[src/rtl/fpu_ftoi_seq.sv]
// Sequential IEEE-754 single to signed int32 converter using a multi-cycle right shifter.
// Build option: define FPU_FTOI_RNE_EN for round-to-nearest-even; otherwise the result is truncated toward zero.
module fpu_ftoi_seq #(
  parameter int C_OP         = 32,
  parameter int C_SHIFT_STEP = 4
) (
  input  logic            Clk_CI,
  input  logic            Rst_RI,
  input  logic [C_OP-1:0] Operand_a_DI,
  input  logic            Valid_SI,
  output logic            Ready_SO,
  output logic [C_OP-1:0] Result_DO,
  output logic            Invalid_SO,
  output logic            Inexact_SO,
  output logic            Valid_SO,
  input  logic            Ready_SI
);

  typedef enum logic [1:0] {
    IDLE  = 2'd0,
    SHIFT = 2'd1,
    DONE  = 2'd2
  } state_t;

  localparam logic [5:0] C_STEP = 6'(C_SHIFT_STEP);

  state_t      state_r, state_s;
  logic [31:0] mant_r, mant_s;
  logic [5:0]  rem_r, rem_s;
  logic        guard_r, guard_s;
  logic        sticky_r, sticky_s;
  logic        sign_r, sign_s;
  logic [31:0] result_r, result_s;
  logic        invalid_r, invalid_s;
  logic        inexact_r, inexact_s;

  logic        sign_in_s;
  logic [7:0]  exp_in_s;
  logic [22:0] frac_in_s;
  logic [5:0]  amt_s;
  logic [4:0]  gidx_s;
  logic [31:0] lost_mask_s;
  logic [31:0] shifted_s;
  logic [5:0]  rem_next_s;
  logic        guard_in_s;
  logic        sticky_in_s;
  logic        round_inc_s;
  logic [32:0] mag_s;
  logic        ovf_s;

  assign sign_in_s = Operand_a_DI[31];
  assign exp_in_s  = Operand_a_DI[30:23];
  assign frac_in_s = Operand_a_DI[22:0];

  // One shift step: amt bits leave the bottom; the top one becomes guard, the rest fold into sticky.
  assign amt_s       = (rem_r < C_STEP) ? rem_r : C_STEP;
  assign gidx_s      = 5'(amt_s - 6'd1);
  assign lost_mask_s = (32'd1 << gidx_s) - 32'd1;
  assign shifted_s   = mant_r >> amt_s;
  assign rem_next_s  = rem_r - amt_s;
  assign guard_in_s  = mant_r[gidx_s];
  assign sticky_in_s = sticky_r | guard_r | (|(mant_r & lost_mask_s));

`ifdef FPU_FTOI_RNE_EN
  assign round_inc_s = guard_in_s & (sticky_in_s | shifted_s[0]);
`else
  assign round_inc_s = 1'b0;
`endif

  assign mag_s = {1'b0, shifted_s} + {32'd0, round_inc_s};
  assign ovf_s = sign_r ? (mag_s > 33'h080000000) : (mag_s > 33'h07FFFFFFF);

  // Next-state and datapath update for the IDLE/SHIFT/DONE sequence.
  always_comb begin
    state_s   = state_r;
    mant_s    = mant_r;
    rem_s     = rem_r;
    guard_s   = guard_r;
    sticky_s  = sticky_r;
    sign_s    = sign_r;
    result_s  = result_r;
    invalid_s = invalid_r;
    inexact_s = inexact_r;
    case (state_r)
      IDLE: begin
        if (Valid_SI) begin
          sign_s   = sign_in_s;
          guard_s  = 1'b0;
          sticky_s = 1'b0;
          mant_s   = 32'd0;
          rem_s    = 6'd0;
          if ((exp_in_s == 8'hFF) && (frac_in_s != 23'd0)) begin
            result_s  = 32'h7FFF_FFFF;
            invalid_s = 1'b1;
            inexact_s = 1'b0;
            state_s   = DONE;
          end else if (exp_in_s >= 8'd158) begin
            // -2^31 itself is representable and is the only E>=31 value without a flag.
            if (sign_in_s) begin
              result_s  = 32'h8000_0000;
              invalid_s = (exp_in_s != 8'd158) || (frac_in_s != 23'd0);
            end else begin
              result_s  = 32'h7FFF_FFFF;
              invalid_s = 1'b1;
            end
            inexact_s = 1'b0;
            state_s   = DONE;
          end else if (exp_in_s <= 8'd125) begin
            result_s  = 32'd0;
            invalid_s = 1'b0;
            inexact_s = (exp_in_s != 8'd0) || (frac_in_s != 23'd0);
            state_s   = DONE;
          end else begin
            mant_s  = {1'b1, frac_in_s, 8'h00};
            rem_s   = 6'(8'd158 - exp_in_s);
            state_s = SHIFT;
          end
        end else begin
          state_s = IDLE;
        end
      end
      SHIFT: begin
        mant_s   = shifted_s;
        rem_s    = rem_next_s;
        guard_s  = guard_in_s;
        sticky_s = sticky_in_s;
        if (rem_next_s == 6'd0) begin
          if (ovf_s) begin
            result_s  = sign_r ? 32'h8000_0000 : 32'h7FFF_FFFF;
            invalid_s = 1'b1;
            inexact_s = 1'b0;
          end else begin
            result_s  = sign_r ? (32'd0 - mag_s[31:0]) : mag_s[31:0];
            invalid_s = 1'b0;
            inexact_s = guard_in_s | sticky_in_s;
          end
          state_s = DONE;
        end else begin
          state_s = SHIFT;
        end
      end
      DONE: begin
        if (Ready_SI) begin
          result_s  = 32'd0;
          invalid_s = 1'b0;
          inexact_s = 1'b0;
          state_s   = IDLE;
        end else begin
          state_s = DONE;
        end
      end
      default: begin
        state_s = IDLE;
      end
    endcase
  end

  // State and datapath registers with synchronous reset.
  always_ff @(posedge Clk_CI) begin
    if (Rst_RI) begin
      state_r   <= IDLE;
      mant_r    <= 32'd0;
      rem_r     <= 6'd0;
      guard_r   <= 1'b0;
      sticky_r  <= 1'b0;
      sign_r    <= 1'b0;
      result_r  <= 32'd0;
      invalid_r <= 1'b0;
      inexact_r <= 1'b0;
    end else begin
      state_r   <= state_s;
      mant_r    <= mant_s;
      rem_r     <= rem_s;
      guard_r   <= guard_s;
      sticky_r  <= sticky_s;
      sign_r    <= sign_s;
      result_r  <= result_s;
      invalid_r <= invalid_s;
      inexact_r <= inexact_s;
    end
  end

  assign Ready_SO   = (state_r == IDLE);
  assign Valid_SO   = (state_r == DONE);
  assign Result_DO  = result_r;
  assign Invalid_SO = invalid_r;
  assign Inexact_SO = inexact_r;

endmodule

[config.mk]
export PLATFORM = sky130hd
export DESIGN_NAME = fpu_ftoi_seq
export DESIGN_NICKNAME = d
export VERILOG_FILES = /design/src/rtl/fpu_ftoi_seq.sv
export SDC_FILE = /design/constraint.sdc
export NUM_CORES = 1
export LEC_CHECK = 0
export BUFFER_PORTS_ARGS = -buffer_cell sky130_fd_sc_hd__buf_4
export CAP_MARGIN = 20
export CORE_ASPECT_RATIO = 0.9
export CORE_UTILIZATION = 45
export DETAILED_ROUTE_END_ITERATION = 12
export PLACE_DENSITY = 0.7
export SLEW_MARGIN = 20
export SYNTH_ARGS = -nofsm -noshare
export SYNTH_HDL_FRONTEND = slang
export SYNTH_SLANG_ARGS = --single-unit
[constraint.sdc]
create_clock -name Clk_CI -period 5.7 [get_ports Clk_CI]
set_input_delay 0.57 -clock Clk_CI [delete_from_list [all_inputs] [get_ports Clk_CI]]
set_output_delay 0.57 -clock Clk_CI [all_outputs]
set_load 0.01 [all_outputs]
==> summary by stage, run 1 <==
Clock network
Clock-pin slew was measured on the worst setup and hold paths at 0.06 ns. Gates resized during post-CTS repair numbered 0. The buffer count from post-CTS setup fixing is 0. The clock tree synthesis step divided the H-tree into 3 levels. In this run the deepest clock path goes through 2 buffers. The CTS root buffer is sky130_fd_sc_hd__clkbuf_16. The clock sink total is between 70 and 80. The clock buffer count from CTS is 9. The later pin in the worst-skew pair is clocked with a latency of 0.35 ns. The TritonCTS clock tree is yes. The number of hold buffers added after CTS was 0.

Logic synthesis
The count of different cell masters after synthesis is 74. The average instance area after synthesis is 8.01 um^2. The fraction of synthesis flops using an asynchronous set or reset pin is 0%. For this run, the leading register cell type out of synthesis is sky130_fd_sc_hd__dfxtp_1. Synthesis inferred 77 register bits.

Synthesis produced a netlist whose cell count is around 760. The number of enable-type register cells in the synthesized netlist is 0. The net count after synthesis is between 800 and 900.

The portion of the post-synthesis area used by sequential elements is 25.4%. The number of warnings issued by yosys is 0. The area of the mapped netlist is approximately 6000 um^2.

Placement
The routability-driven placement congestion ratio is 0.914. After legalization and detailed placement, the total HPWL measured between 10000 and 15000 um. Prior to clock tree synthesis, the placed netlist has a worst setup slack of 1.28 ns. The area after detailed placement is 6630 um^2. Buffers placed on the I/O ports in this run total ~70.

Timing
The final setup TNS is 0 ns. The achievable frequency is 225 MHz. The actual slew at the worst max-slew pin is 1.07 ns. Setup violations remaining at the end of the flow were counted as 0. The final critical path takes up 78.0% of the cycle. Measured against its own limit, the worst slew margin works out to 28.5%. The final-report hold violation count was 0. The final setup skew is 0.00559 ns. The number of max-slew violations in the final report is 0. Across all setup checks in the final design, the least slack found is 1.26 ns. Across all hold checks on the routed design, the worst slack comes to 0.475 ns.

Setup repair after global routing left no endpoint under its margin. The final critical path time including I/O delays and setup is 4.44 ns.

Finish
Of the cells placed in the final design, the portion with a size suffix greater than 1 is 19.9%. The area added between synthesis and finish is 14.5%. Summing all multi-input logic gate instances after layout gives between 4000 and 5000 um^2. The sequential cells in the finished layout cover a total of 1540 um^2.

The filler cells instantiated in the layout total 1213. The count of antenna diodes in the layout is 0. The library cell used most frequently in the layout, excluding fill and tap cells, is sky130_fd_sc_hd__nor2_1.

The finished cells cover 6940 um^2. In the layout the commonest cells are sky130_fd_sc_hd__nor2_1, sky130_fd_sc_hd__buf_4, sky130_fd_sc_hd__dfxtp_1, sky130_fd_sc_hd__nand2_1, sky130_fd_sc_hd__a21oi_1. The total number of nets in the final design is 837.

Worst hold path
In this run the worst hold path is classified as input pin to flop.

Global routing
Global routing used 29.7% of the available tracks across all layers. Entering global routing, the biggest net connects between 50 and 60 pins. The global-route congestion overflow total is 0. The first global-routing pass estimated 33000 um of wire.

The initial antenna violation count is 0. The via count of the first global-routing pass is 6059.

Run status
The flow ran to the end, and the final reports show no timing, DRC or antenna violations.

Power
The reported leakage power is 0.00276 uW. The power consumption is roughly 1600 uW. IR analysis of the VDD net gives a maximum drop of 0.000137 V. In this run the power density over the cells is 237 nW/um^2.

Floorplanning
The area of the die is 13900 um^2. In this run the horizontal extent of the chip is 124 um. 72 I/O pins were placed.

The core region is about 13000 um^2. The initial utilization of the core area, before any placement, comes to 46.8%. The placement row count is 39. Measured along the y axis, the die boundary spans around 110 um.

Route
For this run, design rule violations remaining after detail routing come to 0. The post-detailed-routing wire length is between 20000 and 25000 um. Dividing the detail-routed wire length by the instance count gives 21.5 um. Dividing the detail-routed via count by the number of cells gives about 6.7.

The detail route stage leaves a number of antenna-violating nets equal to 0. The number of iterations in the first detailed-routing pass is 5. The count of routing violations after the opening detailed-route iteration is about 700. The final route contains 6387 vias.

Critical path
Walking the worst path, the cells encountered are nor4_4, buf_4, mux2i_1, nand2b_1, nand4bb_1, or4_4, nor4_4, o221ai_1, a311oi_1. STA classifies the critical path startpoint as a flop. Counting both buffers and inverters, the worst setup path holds a total of 1. The maximum fanout along the worst path is 42. The most numerous cell type found on the critical path is sky130_fd_sc_hd__nor4_4.

The endpoint required time on the critical path is 5.95 ns. Data on the critical path arrives at its endpoint at around 4.7 ns. The maximum single-stage delay on the critical path is 0.70 ns. The top cell family by delay on the critical path is simple AND/OR/NAND/NOR gates. The worst setup path category is flop to flop.

The library cell contributing the largest single delay on the critical path is sky130_fd_sc_hd__nor4_4. STA classifies the critical path endpoint as a flop.

Run
The tool flagged a number of max-cap violations equal to 0.
[flip-flops by register name (all words and copies together) (netlist names)]
register	cells
Result_DO	32
sign_r	1
Invalid_SO	1
Inexact_SO	1
state_r	2
guard_r	1
sticky_r	1
mant_r	32
rem_r	6
[cells by family (layout without fill, tap and decap cells)]
group / Yosys count / after routing / share of synthesized area, %
adders and majority gates: 13 / 13 / 2.69
buffers and inverters: 78 / 114 / 5.68
other: 1 / 1 / 0.0619
AOI/OAI and AO/OA: 212 / 212 / 26.4
and+or+nand+nor: 303 / 303 / 24.4
muxes: 49 / 49 / 12.0
DFF: 77 / 77 / 25.4
xor gates and xnor gates: 23 / 23 / 3.33
[worst reg2reg max path: stages, from the launching register on]
cell and delay (ns):
sky130_fd_sc_hd__dfxtp_1 0.45, sky130_fd_sc_hd__nor4_4 0.35, sky130_fd_sc_hd__buf_4 0.48, sky130_fd_sc_hd__mux2i_1 0.58, sky130_fd_sc_hd__nand2b_1 0.18, sky130_fd_sc_hd__nand4bb_1 0.47
sky130_fd_sc_hd__or4_4 0.59, sky130_fd_sc_hd__nor4_4 0.70, sky130_fd_sc_hd__o221ai_1 0.23, sky130_fd_sc_hd__a311oi_1 0.32
[Yosys cell counts (5+ instances only)]
master                        n  area, um^2
sky130_fd_sc_hd__a2111oi_0    6        52.6
sky130_fd_sc_hd__a211oi_1    11        82.6
sky130_fd_sc_hd__a211oi_2    12         150
sky130_fd_sc_hd__a21o_1       7        52.6
sky130_fd_sc_hd__a21oi_1     33         165
sky130_fd_sc_hd__a221oi_1     8        70.1
sky130_fd_sc_hd__a222oi_1    16         160
sky130_fd_sc_hd__a22oi_1     11        82.6
sky130_fd_sc_hd__a311oi_1     7        61.3
sky130_fd_sc_hd__a31oi_1      6        37.5
sky130_fd_sc_hd__and2_1       5        31.3
sky130_fd_sc_hd__and3_1       5        31.3
sky130_fd_sc_hd__buf_1        5        18.8
sky130_fd_sc_hd__buf_2       14        70.1
sky130_fd_sc_hd__clkbuf_1    39         146
sky130_fd_sc_hd__dfxtp_1     77        1540
sky130_fd_sc_hd__ha_1        13         163
sky130_fd_sc_hd__inv_1       14        52.6
sky130_fd_sc_hd__mux2_2       8        90.1
sky130_fd_sc_hd__mux2i_1     23         230
sky130_fd_sc_hd__mux4_2      18         405
sky130_fd_sc_hd__nand2_1     70         263
sky130_fd_sc_hd__nand2b_1     9        56.3
sky130_fd_sc_hd__nand3_1     22         110
sky130_fd_sc_hd__nand4_1      9        56.3
sky130_fd_sc_hd__nor2_1     100         375
sky130_fd_sc_hd__nor2b_1      6        37.5
sky130_fd_sc_hd__nor3_1      29         145
sky130_fd_sc_hd__nor4_1      20         125
sky130_fd_sc_hd__o211ai_1     7        52.6
sky130_fd_sc_hd__o21ai_0     29         145
sky130_fd_sc_hd__o22ai_1     10        62.6
sky130_fd_sc_hd__o311a_1      5        50.1
sky130_fd_sc_hd__or3_1        6        37.5
sky130_fd_sc_hd__xnor2_1     13         114
sky130_fd_sc_hd__xor2_1      10        87.6
[power by group]
part	leakage, uW	switching [uW]	total (uW)	internal [uW]
Clock	0.000147	238	597	359
Sequential	0.000627	28.8	599	570
Combinational	0.00199	267	446	178
[path summary, 6_finish.rpt]
path | from | slack, ns | depth (start not counted) | to
setup / recovery | rem_r[2] | 1.26 | 9 | Result_DO[20]
setup reg to reg | rem_r[2] | 1.26 | 9 | Result_DO[20]
hold reg to reg | Result_DO[24] | 0.49 | 2 | Result_DO[24]
hold / removal | Operand_a_DI[21] | 0.47 | 3 | mant_r[29]
[final cells by class]
class                   count  share of cell area, %
clock buffers              11                   3.64
clock inverters             4                  0.685
inverters                  15                  0.812
multi-input cells         601                   60.4
flip-flops and latches     77                   22.2
well taps                 164                   2.96
repair buffers             84                   9.27
[per-layer routing]
layer / global-route usage (%) / part of all wire [%]
met3: 5.86 / 7.7
met2: 47.2 / 47
met5: 0 / 0
met4: 13.3 / 3.3
met1: 39.2 / 42
[stage by stage]
step / instances / util [%]
after floorplan: 756 / -
final: 956 / 53.7
after detailed placement: 941 / 51.3
after global routing: 956 / 53.7
after CTS: 956 / 53.6
after global placement: 941 / 51.3
Note: power is estimated with default switching activity, not from simulation.
==> run 2: changes to the inputs <==
- PLACE_DENSITY: 0.7 -> 0.73
- clock period: 5.7 -> 3.9 ns (I/O delays scaled with it)
==> run 2 against run 1 <==
Worst setup slack got worse by 1.1 ns. Fmax rose by 19%. Critical path depth fell by 1. Cell count rose by 4.9%. Largest cell class unchanged.
==> summary by stage, run 2 (synthesized netlist as in run 1, its figures left out) <==
Clock network
The clock buffer count from CTS is 9. The CTS root buffer is sky130_fd_sc_hd__clkbuf_16. CTS built an H-tree with a depth of 3.

The CTS clock-pin slew for the worst setup and hold paths is 0.06 ns. The clock sink total is 77. The clock latency at the later pin of the worst-skew pair is between 0.3 and 0.4 ns. The clock tree buffer depth is 2.

TritonCTS built the clock tree. The number of hold buffers added after CTS was 0.

Floorplanning
The floorplan step set the die width to 124 um. The die covers 13900 um^2. The initialized floorplan defines 39 standard-cell rows.

For this configuration, the core starts out at a cell density of 46.8%. Pin placement for this block handled 72 I/O pins. The core region is approximately 13000 um^2. The height of the die is roughly 110 um.

Critical path
The startpoint class of the critical path is a flop. Among all stages on the critical path, the largest delay is contributed by sky130_fd_sc_hd__or4_1. Data on the critical path is required at its endpoint by just over 4 ns. The arrival time of the worst setup path is 3.93 ns. The worst setup path category is flop to flop. The maximum single-stage delay on the critical path is 0.61 ns. The category of the worst setup path capture point is a flop. The top cell family by delay on the critical path is simple AND/OR/NAND/NOR gates.

The most common cell type on the critical path is sky130_fd_sc_hd__or4_4. The maximum fanout along the worst path is 33. Walking the worst path, the cells encountered are or4_1, buf_12, or4_4, a211o_1, or4_4, or4_4, a21oi_4, a211oi_1. The number of buffers and inverters on the critical path is 1. Counting buffers and inverters, the worst setup path is 8 cells deep. Measured in cells, the most critical reg-to-reg path has a length of 8.

Global routing
The global-route congestion overflow total is 0. The met3 track demand over resource is 4.34%. For met1 alone, demand over resource in global routing was roughly 43%.

The first-pass GRT wire length is 34400 um. The busiest metal layer after global routing is met2. The via count of the first global-routing pass came to 6147. The global routing usage summed across all routing layers is 31.0%.

Entering global routing, the biggest net connects 54 pins. The initial antenna violation count is 0. Global routing consumed, on the met2 layer, 47.3% of the routing resources.

Timing
Setup violations remaining at the end of the flow were counted as 0. Setup total negative slack on the finished layout was measured at 0 ns. The final-report hold violation count is 0. The final clock period utilization by the worst path is 95.5%. In this run the tightest slew margin relative to its limit is 55.0%. The final setup skew is around 0.0084 ns. After layout, the worst setup slack is around 0.17 ns. The number of max-slew violations in the final report came to 0. Derived from the worst setup path, the maximum achievable clock frequency is 268 MHz.

The final critical path time including I/O delays and setup is 3.73 ns. Setup repair after global routing left no endpoint under its margin. For the pin with the worst max-slew slack, the measured transition is roughly 0.67 ns. The worst hold margin is 0.316 ns.

Power
For this design the ratio of total power to cell area is 335 nW/um^2. The reported leakage power is 0.00300 uW. The maximum vdd ir drop is 0.000249 V.

Route
The final route contains 6733 vias. The average wire per cell in the routed design is 21.7 um. The post-detailed-routing wire length is ~22000 um. For this block, the initial DRC count from the detailed router was 691. The remaining number of nets flagged by the antenna check after routing is 0. The number of iterations in the first detailed-routing pass is 5. The number of vias per cell is 6.71. The detailed-route DRC error count is 0.

Placement
The count of buffers from port buffering is slightly above 70. In this run, placement finished with an instance count of just under 1000. At the end of routability-driven placement, the weighted congestion stood at slightly below 1. The area after detailed placement is 6950 um^2. Timing analysis after detailed placement gives a worst setup slack of slightly below 0.04 ns.

The wire-length estimate of the detail-placed layout is around 16000 um.

Finish
The finished cells cover between 7000 and 8000 um^2. Leaving out fill and tap cells, the most frequent cell in the layout is sky130_fd_sc_hd__buf_4. The share of cells above drive strength 1 is 24.4%. The number of standard cells in the layout, taps in and fillers out is 1003. The fill cell instance count of the final layout is 1167. Leaving out fill and tap cells, the most frequent cells in the layout are sky130_fd_sc_hd__buf_4, sky130_fd_sc_hd__nor2_1, sky130_fd_sc_hd__dfxtp_1, sky130_fd_sc_hd__nand2_1, sky130_fd_sc_hd__a21oi_1. From synthesis to final layout, the design area changed by 21.3%. The total number of nets in the final design is 883. 0 antenna diodes ended up in the layout.

Run
The count of maximum capacitance violations is 0.

Worst hold path
The worst hold-check path type is input pin to flop. The number of cells traversed by the worst hold path is 3.

Run status
The flow ran to the end, and the final reports show no timing, DRC or antenna violations.
[run 2: cell count changes in the layout (fill, tap and decap cells not counted), sizes merged]
cell / previous run / this run
buf: 84 / 130
clkbuf: 11 / 13
clkinvlp: 1 / 0
[run 2: final cells by class]
class | instances | area [um^2] | area share, %
clock buffer | 13 | 260 | 3.54
sequential | 77 | 1540 | 21.0
inverter | 15 | 56.3 | 0.767
tap | 164 | 205 | 2.79
clock inverter | 3 | 43.8 | 0.596
timing repair buffer | 130 | 1030 | 14.0
multi-input combinational | 601 | 4210 | 57.3
[run 2: worst register-to-register path: stages, from the launching register on]
cell	delay, ns
sky130_fd_sc_hd__dfxtp_1	0.39
sky130_fd_sc_hd__or4_1	0.61
sky130_fd_sc_hd__buf_12	0.21
sky130_fd_sc_hd__or4_4	0.60
sky130_fd_sc_hd__a211o_1	0.32
sky130_fd_sc_hd__or4_4	0.55
sky130_fd_sc_hd__or4_4	0.48
sky130_fd_sc_hd__a21oi_4	0.31
sky130_fd_sc_hd__a211oi_1	0.13
[run 2: worst paths after layout]
kind,from,slack [ns],to
min,Operand_a_DI[15],0.32,mant_r[23]
min reg2reg,sticky_r,0.48,sticky_r
max,rem_r[3],0.17,Result_DO[26]
max reg2reg,rem_r[3],0.17,Result_DO[26]
[run 2: repair_timing]
action                                  in CTS  in global routing
hold endpoints to repair                     0                  0
buffers inserted                             0                  7
resized for setup                            0                  2
endpoints found under the setup margin       0                 23
[run 2: stage by stage]
step	power, uW	util, %
floorplan	1320	-
global placement	1550	53.8
detailed placement	1570	53.8
CTS	2440	56.1
global route	2560	56.8
finish	2460	56.8
[run 2: metal layers]
metal | routed length [um] | share of wire, %
met1 | 9260 | 43
met2 | 9560 | 44
met3 | 1980 | 9.1
met4 | 935 | 4.3
met5 | 0 | 0
[run 2: where the power goes]
| group | switching, uW | total (uW) | internal [uW] |
|---|---|---|---|
| registers | 37.4 | 870 | 833 |
| clock network | 344 | 876 | 532 |
| logic | 417 | 718 | 301 |
| total | 799 | 2460 | 1670 |
==> run 3: changes to the inputs <==
- CORE_ASPECT_RATIO: 0.9 -> 0.75
- CORE_MARGIN: default -> 4
==> run 3 against run 2 <==
Total power down 0.26%. Highest routed layer unchanged. Final area shrank 1.7%. Critical path depth unchanged. Sequential share of layout area grew 0.37 points. Cell count down 0.80%. Critical endpoint unchanged.
==> summary by stage, run 3 (synthesized netlist as in run 1, its figures left out) <==
Run status
The flow ran to the end, and the final reports show no timing, DRC or antenna violations.

Route
The pre-antenna-repair detailed-routing pass consisted of 6 iterations. The routed length on met2 is 9520 um. The top routing layer in use is met4. The detailed-route DRC error count is 0. The count of routing violations after the opening detailed-route iteration is 941.

Detailed routing inserted a total of 6617 vias. The wire length on met3 is 2280 um. The number of vias per cell is ~6.7.

The routed design has 21600 um of wire. For this block, wires on met1 add up to 9410 um. Once detail routing completed, the nets flagged for antenna violations numbered 0. The average wire per cell in the routed design is 21.7 um.

Global routing
The via count of the first global-routing pass came to 6077. Summed over all layers, the global routing overflow is 0. The initial antenna violation count is 0.

The first-pass GRT wire length is between 30000 and 40000 um. Global routing consumed, over all layers together, 27.7% of the routing resources. The largest net degree at the start of global routing is 54.

Placement
The congestion estimate from routability-driven global placement came to 0.945. Input and output buffers added on the ports amount to 71. The HPWL reported at the end of detailed placement is 15800 um.

Counting tap cells, the placed design contains a total of ~980 instances.

Floorplanning
The die is 142 um wide. The height of the die is 108 um. The starting density of the core is 46.4%.

The area of the core is around 13000 um^2. Pin placement for this block handled 72 I/O pins. The initialized floorplan defines 36 standard-cell rows. The floorplan step defined a die boundary enclosing 15400 um^2.

Timing
Setup violations remaining at the end of the flow were counted as 0. The final-report hold violation count is 0. The actual slew at the worst max-slew pin is 1.05 ns. The achievable frequency is 268 MHz.

The final setup skew is 0.00834 ns. The final setup TNS is 0 ns. The final critical path time including I/O delays and setup is 3.73 ns.

The final clock period utilization by the worst path is between 90 and 100%. Setup repair after global routing left no endpoint under its margin. The number of max-slew violations in the final report is 0. The normalized max-slew margin is 29.9%.

Finish
The post-route netlist has 23.2% of its cells at a drive strength greater than 1. The count of antenna diodes in the layout is 0. The total number of nets in the final design is 868. The library cells used most frequently in the layout, excluding fill and tap cells, are sky130_fd_sc_hd__buf_4, sky130_fd_sc_hd__nor2_1, sky130_fd_sc_hd__dfxtp_1, sky130_fd_sc_hd__nand2_1, sky130_fd_sc_hd__a21oi_1. The number of standard cells in the layout, taps in and fillers out is 995. Leaving out fill and tap cells, the most frequent cell in the layout is sky130_fd_sc_hd__buf_4.

The area added between synthesis and finish is 19.2%.

Critical path
The startpoint class of the critical path is a flop. The category of the worst setup path capture point is a flop. The worst reg2reg path startpoint is rem_r[3]. The library cell contributing the largest single delay on the critical path is sky130_fd_sc_hd__or4_1. The top cell family by delay on the critical path is simple AND/OR/NAND/NOR gates.

The arrival time of the worst setup path is about 3.9 ns. The signal on the critical path passes through or4_1, buf_12, or4_4, a211o_1, or4_4, or4_4, a21oi_4, a211oi_1. In this run the worst path has a maximum fanout of 33.

In this design, the stage delay of the slowest critical-path cell is just over 0.6 ns. The minimum setup slack among reg-to-reg paths is 0.17 ns. In this run the critical register-to-register path is captured at Result_DO[26]. The cell that appears most often on the critical path is sky130_fd_sc_hd__or4_4. The count of buffer and inverter cells on the critical path is 1. Measured in cells, the most critical reg-to-reg path has a length of 8. The critical path crosses 8 cells after its start point. The endpoint required time on the critical path is about 4.1 ns.

The worst setup path is of the flop to flop kind.

Clock network
Clock tree synthesis found a total of 77 sinks. After clock tree synthesis, the setup repair step added 0 buffers. Clock-pin slew was measured on the worst setup and hold paths at 0.07 ns. Counting the buffers created by CTS gives 9.

The maximum level of the CTS H-tree is 3. The clock tree buffer depth is 2. The CTS root buffer is sky130_fd_sc_hd__clkbuf_16. TritonCTS built the clock tree. The clock latency at the later pin of the worst-skew pair is around 0.34 ns.

Power
For this design the ratio of total power to cell area is 340 nW/um^2. The power consumption is 2460 uW. The worst-case IR drop observed on VDD is 0.000213 V.

The analysis attributes to cell leakage a power of 0.00292 uW.

Worst hold path
For hold timing, the worst endpoint is mant_r[29]. Counting instances, the worst hold path has a depth of 3. The path class of the tightest hold or removal check is input pin to flop. In this run the most critical hold path is launched from Operand_a_DI[21].

Run
The tool flagged a number of max-cap violations equal to 0.
==> run 3: cell count changes in the layout (fill, tap and decap cells not counted) <==
| cell | change |
|---|---|
| sky130_fd_sc_hd__inv_6 | +1 |
| sky130_fd_sc_hd__a2111oi_0 | -1 |
| sky130_fd_sc_hd__buf_12 | -2 |
| sky130_fd_sc_hd__dfxtp_1 | -1 |
| sky130_fd_sc_hd__a2111oi_1 | +1 |
| sky130_fd_sc_hd__a21oi_2 | -1 |
| sky130_fd_sc_hd__buf_4 | -13 |
| sky130_fd_sc_hd__clkinv_2 | -1 |
| sky130_fd_sc_hd__dfxtp_2 | +1 |
| sky130_fd_sc_hd__a21oi_1 | +1 |
| sky130_fd_sc_hd__clkinvlp_4 | +1 |
| sky130_fd_sc_hd__clkbuf_1 | -1 |
==> run 3: how the worst max path moves through the flow <==
stage / start / endpoint
finish: rem_r[3] / Result_DO[26]
global route: rem_r[4] / Result_DO[18]
CTS: rem_r[4] / Result_DO[26]
detailed placement: rem_r[4] / Result_DO[26]
global placement: rem_r[4] / Result_DO[26]
floorplan: rem_r[4] / Result_DO[24]
==> run 3: area by class of cell <==
cell class / count / area [um^2]
clock buffers: 12 / 256
fillers: 1236 / 5840
well taps: 171 / 214
inverters: 15 / 56.3
clock inverters: 4 / 55.1
repair buffers: 115 / 888
flip-flops and latches: 77 / 1540
multi-input cells: 601 / 4210
==> run 3: worst reg2reg max path, stage by stage (launching register included) <==
cell and delay (ns):
sky130_fd_sc_hd__dfxtp_1 0.40, sky130_fd_sc_hd__or4_1 0.61, sky130_fd_sc_hd__buf_12 0.21, sky130_fd_sc_hd__or4_4 0.61, sky130_fd_sc_hd__a211o_1 0.32, sky130_fd_sc_hd__or4_4 0.55
sky130_fd_sc_hd__or4_4 0.48, sky130_fd_sc_hd__a21oi_4 0.30, sky130_fd_sc_hd__a211oi_1 0.13
==> run 3: per-stage QoR <==
step	hold slack, ns	setup WS [ns]	utilization (%)	cell area [um^2]
2_1_floorplan	0.450	0.00319	-	6090
3_3_place_gp	0.469	0.272	52.8	6900
3_5_place_dp	0.485	0.167	52.8	6900
4_1_cts	0.310	0.144	55.2	7210
5_1_grt	0.334	0.0188	55.3	7220
6_report	0.306	0.169	55.3	7220
==> run 3: power breakdown <==
| group | internal, uW | total, uW | switching [uW] |
|---|---|---|---|
| Sequential | 832 | 871 | 38.2 |
| Clock | 535 | 894 | 359 |
| Combinational | 280 | 692 | 412 |
| Total | 1650 | 2460 | 810 |
==> run 3: layer usage <==
metal,GRT usage (%),vias up
met3,6.32,33
met2,41.9,396
met5,0,-
met4,7.19,0
li1,-,2999
met1,39.9,3189
==> run 3: repair_timing <==
item,in CTS,in global routing
gates resized for setup,0,3
endpoints found under the hold margin,0,0
endpoints found under the setup margin,0,13
hold buffers,0,0
